--- src/rtl/serie_paralelo_pkg.sv ---
// serie_paralelo_pkg: shared constants and state encoding for the serial-to-parallel receiver.
package sp_pkg;
    localparam int WIDTH_DEF = 8;
    localparam logic [7:0] COMMA = 8'hBC;
    typedef enum logic [1:0] {
        HUNT   = 2'd0,
        SYNC   = 2'd1,
        ACTIVE = 2'd2
    } state_t;
endpackage

--- src/rtl/serie_paralelo_if.sv ---
// serie_paralelo_if: serial input and parallel byte outputs of the receiver.
interface serie_paralelo_if #(parameter int WIDTH = 8);
    logic             data_in;
    logic [WIDTH-1:0] data_out;
    logic             valid_out;
    logic             active;
    logic             byte_stb;
    modport master (output data_in, input data_out, valid_out, active, byte_stb);
    modport slave (input data_in, output data_out, valid_out, active, byte_stb);
endinterface

--- src/rtl/serie_paralelo_comma_align.sv ---
// sp_comma_align: bit-sliding comma hunt, byte-alignment lock and boundary tracking.
module sp_comma_align
    import sp_pkg::*;
#(
    parameter int               WIDTH       = WIDTH_DEF,
    parameter logic [WIDTH-1:0] COMMA       = sp_pkg::COMMA,
    parameter int               COMMA_COUNT = 4
) (
    input  logic             clk_8f,
    input  logic             reset,
    input  logic             data_in,
    output logic [WIDTH-1:0] w,
    output logic             is_comma,
    output logic             boundary,
    output logic             active
);
    localparam int CW = $clog2(WIDTH);
    localparam int NW = $clog2(COMMA_COUNT + 1);
    state_t          state, state_nx;
    logic [WIDTH-1:0] sr;
    logic [CW-1:0]   bit_cnt, bit_cnt_nx;
    logic [NW-1:0]   comma_cnt, comma_cnt_nx;
    logic            at_end;
    assign w        = {sr[WIDTH-2:0], data_in};
    assign is_comma = w == COMMA;
    assign at_end   = bit_cnt == CW'(WIDTH - 1);
    assign active   = state == ACTIVE;
    assign boundary = active && at_end;
    always_ff @(posedge clk_8f or posedge reset) begin
        if (reset) begin
            state     <= HUNT;
            sr        <= '0;
            bit_cnt   <= '0;
            comma_cnt <= '0;
        end else begin
            state     <= state_nx;
            sr        <= w;
            bit_cnt   <= bit_cnt_nx;
            comma_cnt <= comma_cnt_nx;
        end
    end
    // HUNT slides one bit per edge; a comma there defines the new byte phase
    always_comb begin
        state_nx     = state;
        bit_cnt_nx   = at_end ? '0 : bit_cnt + CW'(1);
        comma_cnt_nx = comma_cnt;
        case (state)
            HUNT: begin
                bit_cnt_nx = '0;
                if (is_comma) begin
                    comma_cnt_nx = NW'(1);
                    state_nx     = COMMA_COUNT == 1 ? ACTIVE : SYNC;
                end
            end
            SYNC: begin
                if (at_end) begin
                    if (is_comma) begin
                        comma_cnt_nx = comma_cnt == NW'(COMMA_COUNT) ? comma_cnt : comma_cnt + NW'(1);
                        state_nx     = comma_cnt_nx == NW'(COMMA_COUNT) ? ACTIVE : SYNC;
                    end else begin
                        comma_cnt_nx = '0;
                        state_nx     = HUNT;
                    end
                end
            end
            ACTIVE: state_nx = ACTIVE;
            default: state_nx = HUNT;
        endcase
    end
endmodule

--- src/rtl/serie_paralelo.sv ---
// serie_paralelo: serial-to-parallel receiver; registers aligned bytes, valid level and byte strobe.
module serie_paralelo
    import sp_pkg::*;
#(
    parameter int               WIDTH       = WIDTH_DEF,
    parameter logic [WIDTH-1:0] COMMA       = sp_pkg::COMMA,
    parameter int               COMMA_COUNT = 4
) (
    input logic             clk_8f,
    input logic             reset,
    serie_paralelo_if.slave sp
);
    logic [WIDTH-1:0] w, data_q;
    logic             is_comma, boundary, active, valid_q, stb_q;
    sp_comma_align #(.WIDTH(WIDTH), .COMMA(COMMA), .COMMA_COUNT(COMMA_COUNT)) u_align (
        .clk_8f   (clk_8f),
        .reset    (reset),
        .data_in  (sp.data_in),
        .w        (w),
        .is_comma (is_comma),
        .boundary (boundary),
        .active   (active)
    );
    // commas are idle: drop valid but keep the last data byte on the bus
    always_ff @(posedge clk_8f or posedge reset) begin
        if (reset) begin
            data_q  <= '0;
            valid_q <= 1'b0;
            stb_q   <= 1'b0;
        end else begin
            stb_q <= boundary;
            if (boundary) begin
                valid_q <= !is_comma;
                data_q  <= is_comma ? data_q : w;
            end
        end
    end
    assign sp.data_out  = data_q;
    assign sp.valid_out = valid_q;
    assign sp.byte_stb  = stb_q;
    assign sp.active    = active;
endmodule

--- src/flat_wrapper.sv ---
// flat-port wrapper written by rule: the top's interface ports become plain ports
module serie_paralelo_flat import sp_pkg::*;
#(
    parameter int               WIDTH       = WIDTH_DEF,
    parameter logic [WIDTH-1:0] COMMA       = sp_pkg::COMMA,
    parameter int               COMMA_COUNT = 4
)
  (clk_8f, reset, sp_data_in, sp_data_out, sp_valid_out, sp_active, sp_byte_stb);
  serie_paralelo_if #(.WIDTH(WIDTH)) sp_i ();
  input logic clk_8f;
  input logic reset;
  input wire logic [$bits(sp_i.data_in)-1:0] sp_data_in;
  output wire logic [$bits(sp_i.data_out)-1:0] sp_data_out;
  output wire logic [$bits(sp_i.valid_out)-1:0] sp_valid_out;
  output wire logic [$bits(sp_i.active)-1:0] sp_active;
  output wire logic [$bits(sp_i.byte_stb)-1:0] sp_byte_stb;
  assign sp_i.data_in = sp_data_in;
  assign sp_data_out = sp_i.data_out;
  assign sp_valid_out = sp_i.valid_out;
  assign sp_active = sp_i.active;
  assign sp_byte_stb = sp_i.byte_stb;
  serie_paralelo #(.WIDTH(WIDTH), .COMMA(COMMA), .COMMA_COUNT(COMMA_COUNT)) u_core (.clk_8f(clk_8f), .reset(reset), .sp(sp_i));
endmodule
--- config.mk ---
export PLATFORM = sky130hd
export DESIGN_NAME = serie_paralelo_flat
export DESIGN_NICKNAME = d
export VERILOG_FILES = /design/src/rtl/serie_paralelo_pkg.sv /design/src/rtl/serie_paralelo_if.sv /design/src/rtl/serie_paralelo_comma_align.sv /design/src/rtl/serie_paralelo.sv /design/src/flat_wrapper.sv
export SDC_FILE = /design/constraint.sdc
export NUM_CORES = 1
export LEC_CHECK = 0
export BUFFER_PORTS_ARGS = -buffer_cell sky130_fd_sc_hd__buf_2
export CORE_ASPECT_RATIO = 1.2
export CORE_UTILIZATION = 35
export DETAILED_ROUTE_END_ITERATION = 7
export SLEW_MARGIN = 15
export SYNTH_ARGS = -nofsm -noshare
export SYNTH_HDL_FRONTEND = slang
export SYNTH_SLANG_ARGS = --single-unit
--- constraint.sdc ---
create_clock -name clk_8f -period 1.89 [get_ports clk_8f]
set_clock_uncertainty 0.2 [all_clocks]
set_input_delay 0.2835 -clock clk_8f [delete_from_list [all_inputs] [get_ports clk_8f]]
set_output_delay 0.2835 -clock clk_8f [all_outputs]
set_load 0.05 [all_outputs]
=== After elaboration in Yosys (flattened, before gate mapping) ===
Cells that the tools add are included.

* Register bits: 25
* Bits in latches: 0
* Bits in writable memories: 0
* Memory bits (read-only): 0
* Input bits: 3
* Logic and storage cells: 37
* Memories: 0

* Add/subtract/negate cells: 2
* $mul: 0
* Div/mod/pow operators: 0
* Order comparisons: 0
* Equal/unequal tests: 8
* Shift operators: 0
* Multiplexer cells: 12
* Bitwise gates (word level): 1
* Reductions and logical operators: 7

{| class="wikitable"
|+ Operators by type and width
! operator !! count
|-
| $mux 3 || 6
|-
| $eq 3x3->1 const B || 3
|-
| $eq 8x8->1 const B || 1
|-
| $mux 2 || 4
|-
| $add 3x1->3 const B || 2
|-
| $pmux 2 s3 || 1
|-
| $pmux 3 s2 || 1
|-
| $reduce_and 2->1 || 2
|-
| $reduce_and 3->1 || 1
|-
| $eq 2x1->1 const B || 1
|-
| $eq 2x2->1 const B || 1
|-
| $logic_not 2->1 || 1
|-
| $ne 2x1->1 const B || 1
|-
| $ne 2x2->1 const B || 1
|-
| $reduce_bool 2->1 || 1
|-
| $logic_and 1x1->1 || 1
|-
| $logic_not 1->1 || 1
|-
| $not 1->1 || 1
|}

=== Logic depth before layout (Yosys ltp) ===
* Depth in word-level cells: 7
* Gate-level depth with buffers: 6
* Mapped depth without buffers: 6

=== Modules after synthesis ===
From an unflattened synthesis, not the netlist that was laid out.

* Cells, all modules: 80
* Area total of the unflattened synthesis: 1064.8 sq um

{| class="wikitable"
|+ Modules (own cells, without submodules)
! module !! instances !! cells an instance !! area each (sq um) !! seq. area each (sq um)
|-
| sp_comma_align || 1 || 57 || 653.1 || 375.4
|-
| serie_paralelo || 1 || 23 || 411.6 || 250.2
|}

=== Worst setup path before layout ===
OpenSTA, ideal clock, no wires.

* Kind: reg-to-reg
* Start: reg u_core.u_align.state[0]
* End: reg u_core.data_q[0] (netlist: u_core.sp.data_out[0])
* Library setup time: 0.125 ns
* Arrival: 2.108 ns
* Slack: -0.542 ns
* Stages on the path, launching flop included: 6
* Path buffers: 1
* Cell sequence: dfrtp_1 buf_2 nor2b_1 nand2_1 nor2_4 mux2_2

* Word-level cells in the longest chain between the ends: 3

{| class="wikitable"
|+ Ends and longest elaborated chain
! what !! line !! source
|-
| start, declared || serie_paralelo_comma_align.sv:19 || <nowiki>state_t state, state_nx;</nowiki>
|-
| start signal, assigned || serie_paralelo_comma_align.sv:36 || <nowiki>state <= state_nx;</nowiki>
|-
| $eq 2x2->1 || serie_paralelo_comma_align.sv:27 || <nowiki>assign active = state == ACTIVE;</nowiki>
|-
| named net sp_active || flat_wrapper.sv:15 || <nowiki>output wire logic [$bits(sp_i.active)-1:0] sp_active;</nowiki>
|-
| $logic_and 1x1->1 || serie_paralelo_comma_align.sv:28 || <nowiki>assign boundary = active && at_end;</nowiki>
|-
| $reduce_and 2->1 (no source line) || -- ||
|-
| end signal, assigned || serie_paralelo.sv:34 || <nowiki>data_q <= is_comma ? data_q : w;</nowiki>
|-
| end, declared || serie_paralelo.sv:13 || <nowiki>logic [WIDTH-1:0] w, data_q;</nowiki>
|}

The timed path passes the listed nets, and every way through them passes these cells.
A chain may end at the register's enable or synchronous reset.

=== Worst setup path in the final report ===
* Start: in sp_data_in
* End: reg u_core.u_align.comma_cnt[1]

* Word-level cells in the longest chain between the ends: 4
* Elaborated cells on any way between the ends: 6
* Classes of those cells: 2 x eq/ne; 3 x mux; 1 x reduce/logical

{| class="wikitable"
|+ Ends and longest elaborated chain
! what !! line !! source
|-
| start, declared || flat_wrapper.sv:12 || <nowiki>input wire logic [$bits(sp_i.data_in)-1:0] sp_data_in;</nowiki>
|-
| $eq 8x8->1 (*) || serie_paralelo_comma_align.sv:25 || <nowiki>assign is_comma = w == COMMA;</nowiki>
|-
| $mux 3 || serie_paralelo_comma_align.sv:57 || <nowiki>if (is_comma) begin</nowiki>
|-
| $mux 3 || serie_paralelo_comma_align.sv:56 || <nowiki>if (at_end) begin</nowiki>
|-
| $pmux 3 s2 || serie_paralelo_comma_align.sv:47 || <nowiki>case (state)</nowiki>
|-
| end signal, assigned || serie_paralelo_comma_align.sv:39 || <nowiki>comma_cnt <= comma_cnt_nx;</nowiki>
|-
| end, declared || serie_paralelo_comma_align.sv:22 || <nowiki>logic [NW-1:0] comma_cnt, comma_cnt_nx;</nowiki>
|}

Mark *: on every way between the ends. The rest lies on a longest branch, timed or not. The select of a mux whose other input is x is not followed.

==> flow_summary_export.csv <==
group,metric,value,unit
global_route,antenna_found_initial,0,
sta,max_slew_margin,73.6,%
status,status,"finished, final reports clean",
setup_path,cp.required,1.95,ns
sta,timing.final.crit_period,1.85,ns
power,p_comb_share,8.4,%
sta,setup_tns,0,ns
sta,drv_slew,0,
clock_tree,cts_setup_buffers,0,
hold_path,whs_endpoint,"u_core.u_align.sr[6]",
global_route,track_usage,12.2,%
detailed_routing,wl,1750,um
die,start_util,36.5,%
clock_tree,cts_tree,"built",
logic_synthesis,synth_top_area_cell,"dfrtp_1",
cells_and_area,layout-drive-gt1-share,35.4,%
setup_path,rrSetupSlack,0.08,ns
logic_synthesis,synth_edf_count,0,
cells_and_area,syn_to_final_growth,19.2,%
global_route,grt_max_degree,17,
logic_synthesis,synthArstFlopShare,100,%
cells_and_area,fillers,291,
logic_synthesis,syn_inst,77,
sta,timing_hold_violations_final,0,
logic_synthesis,ys.flop_type,"dfrtp_1",
clock_tree,worstSkewPairLatency,0.31,ns
cells_and_area,n_antenna_cell,0,
clock_tree,cts_root_buffer,"clkbuf_4",
die,die_w,51.2,um
die,rows,21,
logic_synthesis,yosys_register_bits,25,
logic_synthesis,synth.avg_cell_area,13.2,um^2
logic_synthesis,synth_common_cells,"dfrtp_1, mux2_2, nand2_1, inv_1",
run,cap_violations,0,
logic_synthesis,yosysSeqAreaShare,61.5,%
power,vdd_drop_max,0.000476,V
power,switching_power,208,uW
setup_path,cpMaxStageDelayCell,"dlygate4sd3_1",
hold_path,holdCritStartpoint,"u_core.u_align.sr[5]",
clock_tree,htree_levels,1,
detailed_routing,vias_per_cell,5.02,
placed_design,portBuffers,13,
die,ios,14,
clock_tree,numCtsBuffers,3,
setup_path,ff2ff_path_depth,5,
power,p_int,662,uW
logic_synthesis,yosys-top-cells-area,"dfrtp_1, mux2_2, ha_1, nand2_1, nor4_4",
detailed_routing,wl_per_cell,13.1,um
sta,setup_viol,0,
logic_synthesis,yosys_warnings,0,
global_route,grt_pass1_wl,2810,um
sta,finalHoldWorstSlack,0.218,ns
hold_path,hold_path_depth,0,
detailed_routing,drc,0,
setup_path,startpoint_type,"input port",
power,switching_share,23.9,%
power,clkPwrFrac,26.5,%
logic_synthesis,yosysMostFrequentCell,"dfrtp_1",
clock_tree,clock-sinks,25,
detailed_routing,firstDrtPassIters,4,
setup_path,crit_fanout,8,
die,coreArea,2790,um^2
logic_synthesis,netlist.area_leader.share,61.5,%
logic_synthesis,synth_area,1020,um^2
die,dieHeight,61.1,um
power,p_per_area,717,nW/um^2
detailed_routing,ant_nets,0,
clock_tree,clockBufferDepth,2,
power,power_frac_seq,65.1,%
setup_path,reg2reg_from,"u_core.u_align.bit_cnt[0]",
placed_design,globalplace.congestion,0.778,
placed_design,pre_cts_ws,0.0497,ns
setup_path,cp-end-kind,"flop",
setup_path,cpPeakStageDelay,0.53,ns
power,p_leak,0.604,nW
detailed_routing,vias,668,
sta,timing.fmax,0.540,GHz
sta,worst_slew_pin_slew,0.392,ns
hold_path,hp-class,"flop to flop",
setup_path,cp_cell_sequence,"dlygate4sd3_1 -> buf_2 -> nor4_4 -> buf_4 -> a32o_1 -> a22o_1",
setup_path,timing.rr.end,"u_core.u_align.comma_cnt[1]",
clock_tree,path_clk_slew,0.13,ns
placed_design,dpl.hpwl,1300,um
logic_synthesis,syn_nets,84,
logic_synthesis,synth_cell_types,26,
global_route,grt_pass1_vias,658,
sta,fin_crit_sh,97.9,%
die,floorplan.die_area,3130,um^2
setup_path,cp.arrival,1.91,ns
detailed_routing,drt_iter0_drc,14,
global_route,grt-ovfl-total,0,
cells_and_area,final_nets,107,
sta,timing.final.ws_setup,0.0391,ns
setup_path,path_class,"input port to flop",
==> critical path, delay by kind of cell <==
family | cells | cell delay [ns]
buffers and inverters | 3 | 0.90
and+or+nand+nor | 1 | 0.43
AOI/OAI and AO/OA | 2 | 0.30
==> cell families (layout without fill, tap and decap cells) <==
group	count (synthesis)	after routing	synth area share (%)
compound gates	14	14	9.60
mux	8	8	8.86
buf+inv	6	27	2.34
flops	25	25	61.5
simple gates	19	20	11.9
xor+xnor	1	1	0.861
fa+ha+maj	4	4	4.92
==> repair_timing <==
item | CTS | global route
endpoints found under the hold margin | 10 | 0
resized for setup | 0 | 3
hold buffers | 2 | 0
endpoints found under the setup margin | 0 | 8
==> power groups by stage <==
stage / Combinational (mW) / Sequential [mW] / Clock (mW)
after floorplan: 0.0445 / 0.579 / 0
final: 0.0729 / 0.566 / 0.231
after CTS: 0.0743 / 0.566 / 0.241
after detailed placement: 0.0708 / 0.576 / 0
after global placement: 0.0682 / 0.575 / 0
after global routing: 0.0813 / 0.568 / 0.252
==> worst max path at each step <==
stage | to | start | slack (ns)
CTS | u_core.sp.data_out[3] | u_core.u_align.bit_cnt[0] | 0.04
global placement | u_core.u_align.comma_cnt[1] | u_core.u_align.bit_cnt[0] | 0.13
detailed placement | u_core.sp.data_out[6] | u_core.u_align.bit_cnt[0] | 0.05
finish | u_core.u_align.comma_cnt[1] | sp_data_in | 0.04
global route | u_core.u_align.comma_cnt[1] | sp_data_in | -0.002
floorplan | u_core.sp.data_out[0] | u_core.u_align.state[0] | 0.02
==> final cells by class <==
type / instances / area, um^2 / area share [%]
clock buffers: 4 / 26.3 / 2.17
multi-input cells: 47 / 392 / 32.3
well taps: 34 / 42.5 / 3.51
repair buffers: 18 / 108 / 8.88
flip-flops and latches: 25 / 626 / 51.6
inverters: 5 / 18.8 / 1.55
==> flip-flops by register name, indices dropped and copies added (netlist names) <==
signal and cells:
u_core.u_align.sr 7, u_core.u_align.bit_cnt 3, u_core.u_align.comma_cnt 3, u_core.u_align.state 2, u_core.sp.byte_stb 1, u_core.sp.data_out 8, u_core.sp.valid_out 1
==> cell usage in the layout (no fill, tap or decap), drive strengths merged <==
master	n
a31o	1
nor3b	1
xnor2	1
nand3b	1
o21bai	1
ha	4
nor4	1
o2bb2ai	1
nand4b	1
clkbuf	4
a32o	1
buf	16
o21ai	2
o31ai	1
a21o	1
mux2	8
dlygate4sd3	2
a22o	1
inv	5
a21oi	4
nor2	4
nor2b	3
nand2	6
nor3	2
o211ai	1
dfrtp	25
and3	1
==> through the flow <==
stage          area (um^2)  total power, mW  util (%)  std cells
2_1_floorplan         1020            0.623         -         77
3_3_place_gp          1150            0.643      41.3        126
3_5_place_dp          1150            0.647      41.3        126
4_1_cts               1200            0.881      42.9        132
5_1_grt               1210            0.901      43.5        133
6_report              1210            0.869      43.5        133
==> metal layers <==
metal	share of wire (%)	global-route usage (%)
met1	46	15.3
met4	0.40	4.63
met2	50	20.7
met3	3.1	2.96
met5	0	0
(Power assumes the default switching activity.)
